--- src/rtl/mux_arbiter_if.sv ---
// Handshake and payload bundle between N_CH producers and one registered output stage.
// "master" is the side driving channel data and the downstream ready; "slave" is the arbiter.
interface mux_arbiter_if #(
    parameter int N_CH   = 8,
    parameter int DATA_W = 8,
    parameter int SEL_W  = (N_CH > 2) ? $clog2(N_CH) : 1
);
    logic [N_CH-1:0]        in_valid;
    logic [N_CH*DATA_W-1:0] in_data;
    logic [N_CH-1:0]        in_ready;
    logic [SEL_W-1:0]       sel;
    logic [1:0]             mode;
    logic                   out_valid;
    logic                   out_ready;
    logic [DATA_W-1:0]      out_data;
    logic [SEL_W-1:0]       out_ch;

    modport master (
        output in_valid, in_data, sel, mode, out_ready,
        input  in_ready, out_valid, out_data, out_ch
    );

    modport slave (
        input  in_valid, in_data, sel, mode, out_ready,
        output in_ready, out_valid, out_data, out_ch
    );
endinterface

--- src/rtl/mux_arbiter.sv ---
// N-channel arbitrating mux (steered / fixed-priority / round-robin) feeding a single
// output register with valid/ready handshake and full one-transfer-per-cycle throughput.
module mux_arbiter #(
    parameter int N_CH   = 8,
    parameter int DATA_W = 8
) (
    input  logic         clock,
    input  logic         reset,
    mux_arbiter_if.slave io
);
    localparam int SEL_W = (N_CH > 2) ? $clog2(N_CH) : 1;

    logic              out_valid_r;
    logic [DATA_W-1:0] out_data_r;
    logic [SEL_W-1:0]  out_ch_r;
    logic [SEL_W-1:0]  rr_ptr_r;

    logic              load_en_s;
    logic              grant_hit_s;
    logic [SEL_W-1:0]  grant_idx_s;
    logic [N_CH-1:0]   grant_vec_s;
    logic              xfer_s;
    logic [SEL_W-1:0]  rr_next_s;

    // Output register may load when empty or being drained on this edge
    assign load_en_s = !out_valid_r || io.out_ready;

    // Channel selection; searches run high-to-low so the earliest candidate in order wins
    always_comb begin
        grant_hit_s = 1'b0;
        grant_idx_s = '0;
        case (io.mode)
            2'd0: begin
                if (int'(io.sel) < N_CH) begin
                    grant_hit_s = io.in_valid[io.sel];
                    grant_idx_s = io.sel;
                end else begin
                    grant_hit_s = 1'b0;
                    grant_idx_s = '0;
                end
            end
            2'd2: begin
                for (int k = N_CH - 1; k >= 0; k--) begin
                    grant_idx_s = io.in_valid[(int'(rr_ptr_r) + k) % N_CH]
                                ? SEL_W'((int'(rr_ptr_r) + k) % N_CH) : grant_idx_s;
                    grant_hit_s = grant_hit_s | io.in_valid[(int'(rr_ptr_r) + k) % N_CH];
                end
            end
            default: begin
                for (int k = N_CH - 1; k >= 0; k--) begin
                    grant_idx_s = io.in_valid[k] ? SEL_W'(k) : grant_idx_s;
                    grant_hit_s = grant_hit_s | io.in_valid[k];
                end
            end
        endcase
    end

    // One-hot grant vector and transfer qualification
    always_comb begin
        grant_vec_s = '0;
        if (grant_hit_s) begin
            grant_vec_s[grant_idx_s] = 1'b1;
        end else begin
            grant_vec_s = '0;
        end
        if (grant_idx_s == SEL_W'(N_CH - 1)) begin
            rr_next_s = '0;
        end else begin
            rr_next_s = grant_idx_s + SEL_W'(1);
        end
    end

    // Reset is folded in so ready is low immediately while reset is held
    assign io.in_ready = grant_vec_s & {N_CH{load_en_s & reset}};
    assign xfer_s      = grant_hit_s & load_en_s;

    // Output register and round-robin pointer
    always_ff @(posedge clock or negedge reset) begin
        if (!reset) begin
            out_valid_r <= 1'b0;
            out_data_r  <= '0;
            out_ch_r    <= '0;
            rr_ptr_r    <= '0;
        end else begin
            if (xfer_s) begin
                out_valid_r <= 1'b1;
                out_data_r  <= io.in_data[int'(grant_idx_s) * DATA_W +: DATA_W];
                out_ch_r    <= grant_idx_s;
            end else if (io.out_ready) begin
                out_valid_r <= 1'b0;
            end else begin
                out_valid_r <= out_valid_r;
            end
            if (xfer_s && (io.mode == 2'd2)) begin
                rr_ptr_r <= rr_next_s;
            end else begin
                rr_ptr_r <= rr_ptr_r;
            end
        end
    end

    assign io.out_valid = out_valid_r;
    assign io.out_data  = out_data_r;
    assign io.out_ch    = out_ch_r;
endmodule

--- src/flat_wrapper.sv ---
// flat-port wrapper written by rule: the top's interface ports become plain ports
module mux_arbiter_flat 
#(
    parameter int N_CH   = 8,
    parameter int DATA_W = 8
)
  (clock, reset, io_in_valid, io_in_data, io_sel, io_mode, io_out_ready, io_in_ready, io_out_valid, io_out_data, io_out_ch);
  mux_arbiter_if #(.N_CH(N_CH), .DATA_W(DATA_W)) io_i ();
  input  logic clock;
  input  logic reset;
  input wire logic [$bits(io_i.in_valid)-1:0] io_in_valid;
  input wire logic [$bits(io_i.in_data)-1:0] io_in_data;
  input wire logic [$bits(io_i.sel)-1:0] io_sel;
  input wire logic [$bits(io_i.mode)-1:0] io_mode;
  input wire logic [$bits(io_i.out_ready)-1:0] io_out_ready;
  output wire logic [$bits(io_i.in_ready)-1:0] io_in_ready;
  output wire logic [$bits(io_i.out_valid)-1:0] io_out_valid;
  output wire logic [$bits(io_i.out_data)-1:0] io_out_data;
  output wire logic [$bits(io_i.out_ch)-1:0] io_out_ch;
  assign io_i.in_valid = io_in_valid;
  assign io_i.in_data = io_in_data;
  assign io_i.sel = io_sel;
  assign io_i.mode = io_mode;
  assign io_i.out_ready = io_out_ready;
  assign io_in_ready = io_i.in_ready;
  assign io_out_valid = io_i.out_valid;
  assign io_out_data = io_i.out_data;
  assign io_out_ch = io_i.out_ch;
  mux_arbiter #(.N_CH(N_CH), .DATA_W(DATA_W)) u_core (.clock(clock), .reset(reset), .io(io_i));
endmodule
--- config.mk ---
export PLATFORM = sky130hd
export DESIGN_NAME = mux_arbiter_flat
export DESIGN_NICKNAME = d
export VERILOG_FILES = /design/src/rtl/mux_arbiter_if.sv /design/src/rtl/mux_arbiter.sv /design/src/flat_wrapper.sv
export SDC_FILE = /design/constraint.sdc
export NUM_CORES = 1
export LEC_CHECK = 0
export CAP_MARGIN = 15
export CORE_UTILIZATION = 41
export DETAILED_ROUTE_END_ITERATION = 10
export GPL_TIMING_DRIVEN = 0
export PLACE_DENSITY = 0.82
export SLEW_MARGIN = 40
export SYNTH_ARGS = -nofsm -noshare
export SYNTH_HDL_FRONTEND = slang
export SYNTH_SLANG_ARGS = --single-unit
--- constraint.sdc ---
create_clock -name clock -period 4 [get_ports clock]
set_input_delay 0.8 -clock clock [delete_from_list [all_inputs] [get_ports clock]]
set_output_delay 0.8 -clock clock [all_outputs]
set_load 0.005 [all_outputs]
==> out/qor.yml <==
fin_tns_setup_ns: -0.809
fmax_mhz: 240
final_cells: 513
die-area_um2: 6590
drtPass1Iterations: 5
grt_pass1_wl_um: 16700
max_slew_margin_pct: 32.9
cp.required_ns: 3.20
cp_slowest_cell: "mux4_2"
htree_levels: 1
grt_pass1_vias: 3253
setup_viol: 8
comb_power_share_pct: 87.1
routabilityCongestion: 0.984
routed_via_density: 6.49
skew_ns: 0.00338
core_area_um2: 5990
r2r_end: "u_core.io.out_data[4]"
dp_hpwl_um: 7190
p_seq_share_pct: 8.7
p_sw_uw: 1400
wl_per_cell_um: 22.0
crit_top_cell: "buf_8"
ys_seq_area_share_pct: 14.6
synth_area_leader_cell: "mux4_2"
die_h_um: 81.2
die_w_um: 81.2
leakage_uw: 0.00181
cts_tree: "built"
synth_top_cell_area_share_pct: 16.7
cts_hold_buf: 0
syn_nets: 378
crit_type: "reg -> out"
met3_usage_pct: 5.96
ys_ff_latch: 15
start_kind: "flop"
grtUsageMet1_pct: 41.9
critPathBufInv: 9
crit_chain: "buf_12, buf_12, clkinv_8, ha_4, buf_8, mux2i_2, mux4_2, buf_6, buf_6, nand3_2, a21oi_2, o21ai_4, nand2_4, buf_8, buf_8, nor3_4, buf_2"
place_ws_ns: -1.26
busiest_layer: "met2"
nets: 523
rsz0062_at_grt: "true"
clk_latency_ns: 0.25
violations: "negative setup slack"
port_buffers: 98
antenna_found_initial: 0
p_total_uw: 3060
peakVddDrop_uv: 573
syn_area_per_cell_um2: 8.74
status: "finished, violations left"
internal-power_uw: 1660
via_count: 3328
path_delay_family: "buffers and inverters"
antennaDiodeCount: 0
cap_violations: 0
drc_errors: 0
grt_max_degree: 18
rows: 28
place_inst: 467
ff2ff_setup_slack_ns: 0.12
hold_class: "in -> async"
p_sw_share_pct: 45.9
finalCritPeriodShare_pct: 104
synth_area_leaders: "mux4_2 17%, dfrtp_1 15%, mux2i_1 9.7%, nand2_1 6.0%, mux2_4 3.5%"
clkSlewWorstSetupHoldPaths_ns: 0.07
reg2reg_depth: 17
postRouteAntennaNets: 0
syn2layout_area_growth_pct: 66.8
grt_use_total_pct: 33.8
p_per_area_nw_per_um2: 714
max_stage_delay_ns: 0.53
finalHoldViolCount: 0
hold_slack_ns: 0.481
grt_overflow: 0
synth_area_um2: 2570
synth_ff_type: "dfrtp_1"
root_buffer: "clkbuf_8"
cts_num_sinks: 15
design.portCount: 100
async_flop_share_pct: 100
nFillCells: 419
yosys_warnings: 0
met2_usage_pct: 57.8
slew_violations: 0
start_util_pct: 42.9
timing.rr.start: "u_core.rr_ptr_r[1]"
numCtsBuffers: 3
endpoint_kind: "primary output"
routed_wirelength_um: 11300
worstPathArrival_ns: 3.36
drive_above_1_share_pct: 33.8
worstMarginPinSlew_ns: 1.01
synthCells: 294
pwr-share-clk_pct: 4.1
synth_edf_count: 0
clockBufferDepth: 2
crit_fanout: 8
first_iter_violations: 455
synthDistinctLibCells: 52
fin_ws_ns: -0.161
period_needed_ns: 4.16
flip-flops by register name (all words and copies together) (netlist names):
| register | flops |
|---|---|
| u_core.io.out_valid | 1 |
| u_core.rr_ptr_r | 3 |
| u_core.io.out_data | 8 |
| u_core.io.out_ch | 3 |
power groups by stage:
stage	clock network (uW)	registers [uW]	logic, uW
floorplan	0	264	1320
detailed placement	0	270	1820
global route	136	270	2790
CTS	127	263	2350
global placement	0	267	1790
finish	127	267	2670
per-stage QoR:
step / utilization [%] / instance area, um^2
floorplan: - / 2610
global placement: 61.6 / 3690
detailed placement: 61.7 / 3690
CTS: 69.7 / 4180
global route: 71.6 / 4290
finish: 71.6 / 4290
how the worst max path moves through the flow:
stage,from,end,cells after the start
2_1_floorplan,u_core.rr_ptr_r[1],io_in_ready[2],15
3_3_place_gp,io_in_valid[4],io_in_ready[7],12
3_5_place_dp,io_in_valid[4],io_in_ready[3],13
4_1_cts,u_core.rr_ptr_r[1],io_in_ready[7],17
5_1_grt,u_core.rr_ptr_r[1],io_in_ready[7],17
6_report,u_core.rr_ptr_r[1],io_in_ready[7],17
routing by layer:
| metal | up-vias | routed length (um) |
|---|---|---|
| met3 | 70 | 1150 |
| met5 | - | 0 |
| met4 | 0 | 580 |
| li1 | 1429 | - |
| met1 | 1554 | 4050 |
| met2 | 275 | 5500 |
cell families after synthesis:
group	after synthesis	synth area share (%)
adder cells (fa/ha/maj)	4	1.95
AO/OA/AOI/OAI	85	26.1
multiplexers	56	32.5
XOR/XNOR	4	1.36
buffers and inverters	40	7.25
flip-flops	15	14.6
AND/OR/NAND/NOR	90	16.2
synth_stat cells, drive strengths merged, types with 3 or more instances:
cell,number
a22oi,10
a21oi,13
a21o,3
a32o,8
nand2,41
inv,11
o21ai,6
and2,10
a22o,7
clkbuf,17
mux4,19
nand2b,5
dfrtp,15
o211ai,8
nor2,13
buf,11
o221ai,8
mux2i,25
ha,4
mux2,12
nand3,4
a211oi,6
nor3,8
a221o,3
area by class of cell:
| cell class | instances | area [um^2] | share of cell area (%) |
|---|---|---|---|
| clock inverters | 1 | 5.00 | 0.117 |
| flip-flops and latches | 15 | 377 | 8.79 |
| inverters | 12 | 70.1 | 1.63 |
| multi-input cells | 239 | 2190 | 51.0 |
| plain buffers | 24 | 253 | 5.90 |
| clock buffers | 3 | 41.3 | 0.963 |
| well taps | 75 | 93.8 | 2.19 |
| repair buffers | 144 | 1260 | 29.4 |
layout by cell type, fill, tap and decap left out, types with 3 or more instances in the layout:
master / n
mux2i_1: 24
o221ai_1: 8
clkdlybuf4s50_1: 81
a32o_1: 8
buf_2: 11
nand2_1: 39
nor3_2: 3
a221o_1: 3
mux2_4: 7
clkbuf_2: 8
dfrtp_1: 14
ha_1: 3
a22oi_1: 10
inv_1: 8
o211ai_1: 8
mux2_2: 5
buf_4: 42
buf_6: 5
buf_8: 5
nor3_1: 3
o21ai_0: 4
a22o_1: 7
clkbuf_8: 9
clkbuf_1: 6
a21oi_1: 11
mux4_2: 19
and2_1: 10
nor2_1: 13
nand2b_1: 4
a211oi_1: 4
what timing repair did:
| action | 4_1_cts | 5_1_grt |
|---|---|---|
| endpoints found under the hold margin | 0 | 0 |
| setup endpoints to repair | 17 | 9 |
| setup buffers | 30 | 16 |
| gates resized for setup | 104 | 34 |
| pin swaps | 11 | 12 |
| gates cloned | 0 | 0 |
Power figures use the tool's default switching activity.
